<file path="src/rtl/mem_stage_ctrl.sv">
// MEM stage: runs loads/stores against a req/ack data memory, issues NoC MMR writes,
// and hands a registered writeback bundle to WB. Upstream is stalled while an access is open.
module mem_stage_ctrl #(
  parameter int TIMEOUT_CYCLES = 255,
  parameter int CNT_W          = 8
) (
  input  logic        clk,
  input  logic        reset,
  input  logic        in_valid,
  input  logic [2:0]  mem_flag,
  input  logic [31:0] mem_addr,
  input  logic [31:0] store_data,
  input  logic [31:0] alu_result,
  input  logic [4:0]  rd_addr_in,
  input  logic        rd_we_in,
  input  logic        mmr_we_in,
  input  logic [31:0] inst_in,
  output logic        stall_out,
  output logic        dmem_req,
  output logic        dmem_we,
  output logic [3:0]  dmem_be,
  output logic [31:0] dmem_addr,
  output logic [31:0] dmem_wdata,
  input  logic [31:0] dmem_rdata,
  input  logic        dmem_ack,
  output logic        mmr_we,
  output logic [31:0] mmr_addr,
  output logic [31:0] mmr_wdata,
  output logic        wb_valid,
  output logic [4:0]  wb_rd_addr,
  output logic        wb_rd_we,
  output logic [31:0] wb_rd_data,
  output logic [31:0] wb_inst,
  output logic        err_misalign,
  output logic        err_timeout
);

  typedef enum logic {S_IDLE, S_ACCESS} state_t;

  localparam logic [2:0] F_LW  = 3'b001;
  localparam logic [2:0] F_LB  = 3'b111;
  localparam logic [2:0] F_SW  = 3'b010;
  localparam logic [2:0] F_SB  = 3'b100;
  localparam logic [2:0] F_NOC = 3'b011;
  localparam logic [CNT_W-1:0] CNT_LIMIT = CNT_W'(TIMEOUT_CYCLES);

  state_t            state_q, state_d;
  logic [CNT_W-1:0]  cnt_q, cnt_d, cnt_inc;
  logic              dmem_req_q, dmem_req_d, dmem_we_q, dmem_we_d;
  logic [3:0]        dmem_be_q, dmem_be_d;
  logic [31:0]       dmem_addr_q, dmem_addr_d, dmem_wdata_q, dmem_wdata_d;
  logic              mmr_we_q, mmr_we_d;
  logic [31:0]       mmr_addr_q, mmr_addr_d, mmr_wdata_q, mmr_wdata_d;
  logic              wb_valid_q, wb_valid_d, wb_rd_we_q, wb_rd_we_d;
  logic [4:0]        wb_rd_addr_q, wb_rd_addr_d;
  logic [31:0]       wb_rd_data_q, wb_rd_data_d, wb_inst_q, wb_inst_d;
  logic              err_misalign_q, err_misalign_d, err_timeout_q, err_timeout_d;
  logic              hold_byte_q, hold_byte_d, hold_rd_we_q, hold_rd_we_d;
  logic [1:0]        hold_lane_q, hold_lane_d;
  logic [4:0]        hold_rd_addr_q, hold_rd_addr_d;
  logic [31:0]       hold_inst_q, hold_inst_d;
  logic [7:0]        lb_byte;
  logic              is_word, is_byte, is_store;

  always_comb begin
    state_d        = state_q;
    cnt_d          = cnt_q;
    cnt_inc        = cnt_q + 1'b1;
    dmem_req_d     = dmem_req_q;
    dmem_we_d      = dmem_we_q;
    dmem_be_d      = dmem_be_q;
    dmem_addr_d    = dmem_addr_q;
    dmem_wdata_d   = dmem_wdata_q;
    mmr_we_d       = 1'b0;
    mmr_addr_d     = mmr_addr_q;
    mmr_wdata_d    = mmr_wdata_q;
    wb_valid_d     = 1'b0;
    wb_rd_addr_d   = wb_rd_addr_q;
    wb_rd_we_d     = wb_rd_we_q;
    wb_rd_data_d   = wb_rd_data_q;
    wb_inst_d      = wb_inst_q;
    err_misalign_d = 1'b0;
    err_timeout_d  = 1'b0;
    hold_byte_d    = hold_byte_q;
    hold_rd_we_d   = hold_rd_we_q;
    hold_lane_d    = hold_lane_q;
    hold_rd_addr_d = hold_rd_addr_q;
    hold_inst_d    = hold_inst_q;
    is_word        = (mem_flag == F_LW) || (mem_flag == F_SW);
    is_byte        = (mem_flag == F_LB) || (mem_flag == F_SB);
    is_store       = (mem_flag == F_SW) || (mem_flag == F_SB);

    case (hold_lane_q)
      2'd0:    lb_byte = dmem_rdata[7:0];
      2'd1:    lb_byte = dmem_rdata[15:8];
      2'd2:    lb_byte = dmem_rdata[23:16];
      default: lb_byte = dmem_rdata[31:24];
    endcase

    case (state_q)
      S_IDLE: begin
        if (in_valid) begin
          wb_rd_addr_d = rd_addr_in;
          wb_inst_d    = inst_in;
          if ((is_word && mem_addr[1:0] == 2'b00) || is_byte) begin
            state_d        = S_ACCESS;
            cnt_d          = '0;
            dmem_req_d     = 1'b1;
            dmem_we_d      = is_store;
            dmem_be_d      = is_byte ? (4'b0001 << mem_addr[1:0]) : 4'b1111;
            dmem_addr_d    = {mem_addr[31:2], 2'b00};
            dmem_wdata_d   = (mem_flag == F_SB) ? {4{store_data[7:0]}} : store_data;
            hold_byte_d    = is_byte;
            hold_lane_d    = mem_addr[1:0];
            hold_rd_we_d   = rd_we_in && (rd_addr_in != 5'd0);
            hold_rd_addr_d = rd_addr_in;
            hold_inst_d    = inst_in;
            wb_rd_addr_d   = wb_rd_addr_q;
            wb_inst_d      = wb_inst_q;
          end else if (is_word) begin
            err_misalign_d = 1'b1;
            wb_valid_d     = 1'b1;
            wb_rd_we_d     = 1'b0;
            wb_rd_data_d   = alu_result;
          end else if (mem_flag == F_NOC) begin
            mmr_we_d    = mmr_we_in;
            mmr_addr_d  = mem_addr;
            mmr_wdata_d = store_data;
            wb_valid_d  = 1'b1;
            wb_rd_we_d  = 1'b0;
          end else begin
            wb_valid_d   = 1'b1;
            wb_rd_we_d   = rd_we_in && (rd_addr_in != 5'd0);
            wb_rd_data_d = alu_result;
          end
        end
      end
      default: begin
        // An ack landing on the limit cycle still completes the access.
        if (dmem_ack || cnt_inc == CNT_LIMIT) begin
          state_d      = S_IDLE;
          cnt_d        = '0;
          dmem_req_d   = 1'b0;
          wb_valid_d   = 1'b1;
          wb_rd_addr_d = hold_rd_addr_q;
          wb_inst_d    = hold_inst_q;
          wb_rd_we_d   = 1'b0;
          if (!dmem_ack) begin
            err_timeout_d = 1'b1;
          end else if (!dmem_we_q) begin
            wb_rd_we_d   = hold_rd_we_q;
            wb_rd_data_d = hold_byte_q ? {{24{lb_byte[7]}}, lb_byte} : dmem_rdata;
          end
        end else begin
          cnt_d = cnt_inc;
        end
      end
    endcase
  end

  always_ff @(posedge clk) begin
    if (reset) begin
      state_q        <= S_IDLE;
      cnt_q          <= '0;
      dmem_req_q     <= 1'b0;
      dmem_we_q      <= 1'b0;
      dmem_be_q      <= 4'b0;
      dmem_addr_q    <= 32'b0;
      dmem_wdata_q   <= 32'b0;
      mmr_we_q       <= 1'b0;
      mmr_addr_q     <= 32'b0;
      mmr_wdata_q    <= 32'b0;
      wb_valid_q     <= 1'b0;
      wb_rd_addr_q   <= 5'b0;
      wb_rd_we_q     <= 1'b0;
      wb_rd_data_q   <= 32'b0;
      wb_inst_q      <= 32'b0;
      err_misalign_q <= 1'b0;
      err_timeout_q  <= 1'b0;
      hold_byte_q    <= 1'b0;
      hold_rd_we_q   <= 1'b0;
      hold_lane_q    <= 2'b0;
      hold_rd_addr_q <= 5'b0;
      hold_inst_q    <= 32'b0;
    end else begin
      state_q        <= state_d;
      cnt_q          <= cnt_d;
      dmem_req_q     <= dmem_req_d;
      dmem_we_q      <= dmem_we_d;
      dmem_be_q      <= dmem_be_d;
      dmem_addr_q    <= dmem_addr_d;
      dmem_wdata_q   <= dmem_wdata_d;
      mmr_we_q       <= mmr_we_d;
      mmr_addr_q     <= mmr_addr_d;
      mmr_wdata_q    <= mmr_wdata_d;
      wb_valid_q     <= wb_valid_d;
      wb_rd_addr_q   <= wb_rd_addr_d;
      wb_rd_we_q     <= wb_rd_we_d;
      wb_rd_data_q   <= wb_rd_data_d;
      wb_inst_q      <= wb_inst_d;
      err_misalign_q <= err_misalign_d;
      err_timeout_q  <= err_timeout_d;
      hold_byte_q    <= hold_byte_d;
      hold_rd_we_q   <= hold_rd_we_d;
      hold_lane_q    <= hold_lane_d;
      hold_rd_addr_q <= hold_rd_addr_d;
      hold_inst_q    <= hold_inst_d;
    end
  end

  assign stall_out    = (state_q == S_ACCESS);
  assign dmem_req     = dmem_req_q;
  assign dmem_we      = dmem_we_q;
  assign dmem_be      = dmem_be_q;
  assign dmem_addr    = dmem_addr_q;
  assign dmem_wdata   = dmem_wdata_q;
  assign mmr_we       = mmr_we_q;
  assign mmr_addr     = mmr_addr_q;
  assign mmr_wdata    = mmr_wdata_q;
  assign wb_valid     = wb_valid_q;
  assign wb_rd_addr   = wb_rd_addr_q;
  assign wb_rd_we     = wb_rd_we_q;
  assign wb_rd_data   = wb_rd_data_q;
  assign wb_inst      = wb_inst_q;
  assign err_misalign = err_misalign_q;
  assign err_timeout  = err_timeout_q;

endmodule

</file>
<file path="config.mk">
export PLATFORM = sky130hd
export DESIGN_NAME = mem_stage_ctrl
export DESIGN_NICKNAME = d
export VERILOG_FILES = /design/src/rtl/mem_stage_ctrl.sv
export SDC_FILE = /design/constraint.sdc
export NUM_CORES = 1
export LEC_CHECK = 0
export ABC_AREA = 1
export CAP_MARGIN = 20
export CORE_AREA = 2 2 158 160
export DETAILED_ROUTE_END_ITERATION = 12
export DIE_AREA = 0 0 160 162
export PLACE_DENSITY = 0.8
export SLEW_MARGIN = 15
export SYNTH_ARGS = -nofsm -noshare
export SYNTH_HDL_FRONTEND = slang
export SYNTH_SLANG_ARGS = --single-unit
</file>
<file path="constraint.sdc">
create_clock -name clk -period 2.6 [get_ports clk]
set_input_delay 0.78 -clock clk [delete_from_list [all_inputs] [get_ports clk]]
set_output_delay 0.78 -clock clk [all_outputs]
set_load 0.05 [all_outputs]
</file>
==> metrics.md, run 1 <==
| Metric | Value |
|---|---|
| I/O Buffers | 380 |
| DPL Wire Length | 25.7 mm |
| Hold/Removal Path Class | register to register |
| Post-place instance area | 0.0152 mm^2 |
| GR Overflow Total | 0 |
| Yosys top cell area share | 46.5% |
| Root Driver | sky130_fd_sc_hd__clkbuf_16 |
| Fraction of registers with async set or reset after synthesis | 0% |
| Fraction of layout instances using a drive strength above 1 | 5.92% |
| Final wirelength | 36.6 mm |
| Total power per unit cell area | 667 mW/mm^2 |
| Vias in the first global route | 11254 |
| Required time worst endpoint | 1.82 ns |
| Cells after Synth | 1570 |
| Final period utilization | 98.2% |
| CTS tree | done |
| # hold bufs at CTS | 0 |
| Post-Syn Area per Cell | 7.02 um^2 |
| Starting utilization of the core area | 45.7% |
| Finished Core Util | 67.1% |
| Net total in the final layout | 2079 |
| Wire per inst | 16.3 um |
| Final Max Slew Viols | 0 |
| Global placer's final weighted congestion | 0.890 |
| Largest cells by area after synthesis | sky130_fd_sc_hd__dfxtp_1, sky130_fd_sc_hd__nand2_1, sky130_fd_sc_hd__o21ai_0 |
| First-iteration detailed-routing DRC count | 969 |
| Sink Count | 256 |
| Total die area | 0.0259 mm^2 |
| Highest net fanout along the worst path | 2 |
| Number of enable flip-flop cells after synthesis | 0 |
| Maximum number of pins on one net before global-route repair | 130 |
| Skew-Pair Late Insertion Delay | 0.54 ns |
| Internal portion of total power | 7.52 mW |
| Minimum clock period | 2.55 ns |
| Worst setup path category | register to output pin |
| Max Buffers Root-to-Sink | 3 |
| Number of antenna violations at the first check in global routing | 1 |
| Height of the die | 162 um |
| Startpoint kind of the worst setup timing path | register |
| Clock Skew | 0.0148 ns |
| Post-route DRC violation count | 0 |
| Highest-delay cell along the critical path | sky130_fd_sc_hd__clkdlybuf4s50_1 |
| Status | complete, no violations |
| Flop and latch count out of synthesis | 256 |
| Logic pwr share | 22.9% |
| Most frequent cells in the layout | sky130_fd_sc_hd__clkdlybuf4s50_1, sky130_fd_sc_hd__nand2_1, sky130_fd_sc_hd__dfxtp_1 |
| Total chip power | 10.8 mW |
| Post-cts resize count | 0 |
| Switching Fraction | 30.3% |
| Static leakage | 6.46 nW |
| CP Cell Sequence | clkdlybuf4s50_1 |
| Endpoint type of the worst setup path | output pin |
| Net switching component of the power | 3.27 mW |
| Share of synthesized area occupied by flip-flops and latches | 46.5% |
| Combined global-route utilization of all metal layers | 27.1% |
| Maxcap violations | 0 |
| Total vias in the final route | 11795 |
| Most common cell after layout, fill and taps aside | sky130_fd_sc_hd__clkdlybuf4s50_1 |
| Area leader, netlist | sky130_fd_sc_hd__dfxtp_1 |
| Area delta synth->final | 46.9% |
| Dominant synthesized flop cell | sky130_fd_sc_hd__dfxtp_1 |
| Max Freq | 0.392 GHz |
| Number of distinct standard cells referenced by the synthesized netlist | 34 |
| Unrepaired setup endpoints after global routing | no |
| Number of fill cells | 2080 |
| Signal arrival time at the worst endpoint | 1.77 ns |
| Minimum setup slack after placement | -0.0328 ns |
| Clock-pin slew of the registers on the worst-case setup and hold paths | 0.06 ns |
| Core Area | 0.0241 mm^2 |
| Number of buffers added for setup after CTS | 0 |
| Vias per inst | 5.24 |
| Maximum ir drop on the vdd rail | 0.526 mV |
| Buffers and inverters on the worst path | 1 |
| Count of final hold-check violations | 0 |
| CP peak stage delay | 0.86 ns |
| Mapped Area | 0.0110 mm^2 |
| Final-report setup violation count | 0 |
| Part of the total power dissipated in sequential elements | 39.9% |
| Global-route wire length before repair | 58.1 mm |
| Delay-heaviest family, CP | buffers and inverters |
| Standard-cell rows | 57 |
| Width of the die | 160 um |
| Slew at the pin closest to its max-slew limit | 0.835 ns |
| 1st-pass router iterations | 5 |
| Post-detailed-route count of antenna-violating nets | 0 |
| Number of warning messages in the yosys log | 0 |
| Max transition margin | 43.8% |
| Number of clock buffers inserted by TritonCTS | 28 |
| I/O pin total | 383 |
| H-Tree Depth | 1 |
| Clk network pwr share | 37.2% |
| Final standard cell area without fillers | 0.0162 mm^2 |
| PnR worst setup slack | 0.0480 ns |
==> routing by layer <==
layer	global-route usage [%]	vias to the layer above	wire length, um
li1	-	5764	-
met1	32.2	5475	14200
met2	47.6	485	17900
met3	7.81	71	3520
met4	8.31	0	969
met5	0	-	0
==> kinds of logic (layout without fill, tap and decap cells) <==
logic type	Yosys count	after routing	synth area share, %
adders and majority gates	2	2	0.227
and+or+nand+nor	700	700	26.4
AOI/OAI and AO/OA	396	396	18.6
other	1	3	0.0340
xor gates and xnor gates	1	1	0.0795
buffers and inverters	214	568	8.11
DFF	256	256	46.5
==> registers in the layout, indices dropped and copies added (netlist names), 2 cells and up <==
| register | count |
|---|---|
| cnt_q | 8 |
| dmem_addr | 30 |
| dmem_be | 4 |
| dmem_wdata | 32 |
| hold_inst_q | 32 |
| hold_lane_q | 2 |
| hold_rd_addr_q | 5 |
| mmr_addr | 32 |
| mmr_wdata | 32 |
| wb_inst | 32 |
| wb_rd_addr | 5 |
| wb_rd_data | 32 |
==> stage by stage <==
step | instances | hold slack, ns | TNS, ns
2_1_floorplan | 1571 | 0.425 | 0
3_3_place_gp | 2197 | 0.434 | -0.0284
3_5_place_dp | 2197 | 0.442 | -0.0607
4_1_cts | 2249 | 0.451 | 0
5_1_grt | 2250 | 0.470 | 0
6_report | 2250 | 0.446 | 0
==> final timing paths <==
kind	startpoint	endpoint	slack, ns	depth (start not counted)
setup / recovery	dmem_addr[25]$_SDFFE_PP0P_	dmem_addr[25]	0.05	1
hold / removal	hold_inst_q[24]$_SDFFE_PP0P_	hold_inst_q[24]$_SDFFE_PP0P_	0.45	2
setup reg to reg	cnt_q[0]$_SDFFE_PP0P_	wb_inst[3]$_SDFFE_PP0P_	0.57	11
hold reg to reg	hold_inst_q[24]$_SDFFE_PP0P_	hold_inst_q[24]$_SDFFE_PP0P_	0.45	2
==> layout make-up <==
class | count | area [um^2] | area share, %
well taps | 324 | 405 | 2.50
diodes | 1 | 2.50 | 0.0155
inverters | 94 | 355 | 2.20
multi-input cells | 1101 | 5020 | 31.0
repair buffers | 422 | 4340 | 26.8
flip-flops and latches | 256 | 5120 | 31.7
clock inverters | 9 | 105 | 0.649
clock buffers | 43 | 838 | 5.18
==> Yosys cell counts, drive strengths merged (2+ instances only) <==
cell    count
clkbuf     76
or2         3
ha          2
o211ai      3
dfxtp     256
o221ai      2
nand4       2
o21ai     191
nand3b     38
nor3        3
nand3      84
a211oi      2
buf        44
a21oi     194
nor2      230
inv        94
nand2     339
==> worst register-to-register path, delay by kind of cell (launching register included) <==
family / cells / cell delay (ns)
buf+inv: 1 / 0.24
simple gates: 7 / 0.72
compound gates: 2 / 0.32
fa+ha+maj: 1 / 0.25
flops: 1 / 0.40
==> power by group through the flow <==
stage	clock network, mW	registers [mW]	logic [mW]
2_1_floorplan	0	5.08	0.779
3_3_place_gp	0	4.38	2.43
3_5_place_dp	0	4.39	2.46
4_1_cts	4.08	4.30	2.48
5_1_grt	4.25	4.33	2.64
6_report	4.01	4.30	2.47
No activity file was read; power rests on OpenSTA's default activity.
==> run 2: changes to the inputs <==
--- a/config.mk
+++ b/config.mk
@@ -11,6 +11,7 @@
 export DETAILED_ROUTE_END_ITERATION = 12
 export DIE_AREA = 0 0 160 162
 export PLACE_DENSITY = 0.8
+export SKIP_CTS_REPAIR_TIMING = 1
 export SLEW_MARGIN = 15
 export SYNTH_ARGS = -nofsm -noshare
 export SYNTH_HDL_FRONTEND = slang
==> results of run 2 <==
Same layout as run 1: the final DEF is identical, and so are final timing and power.
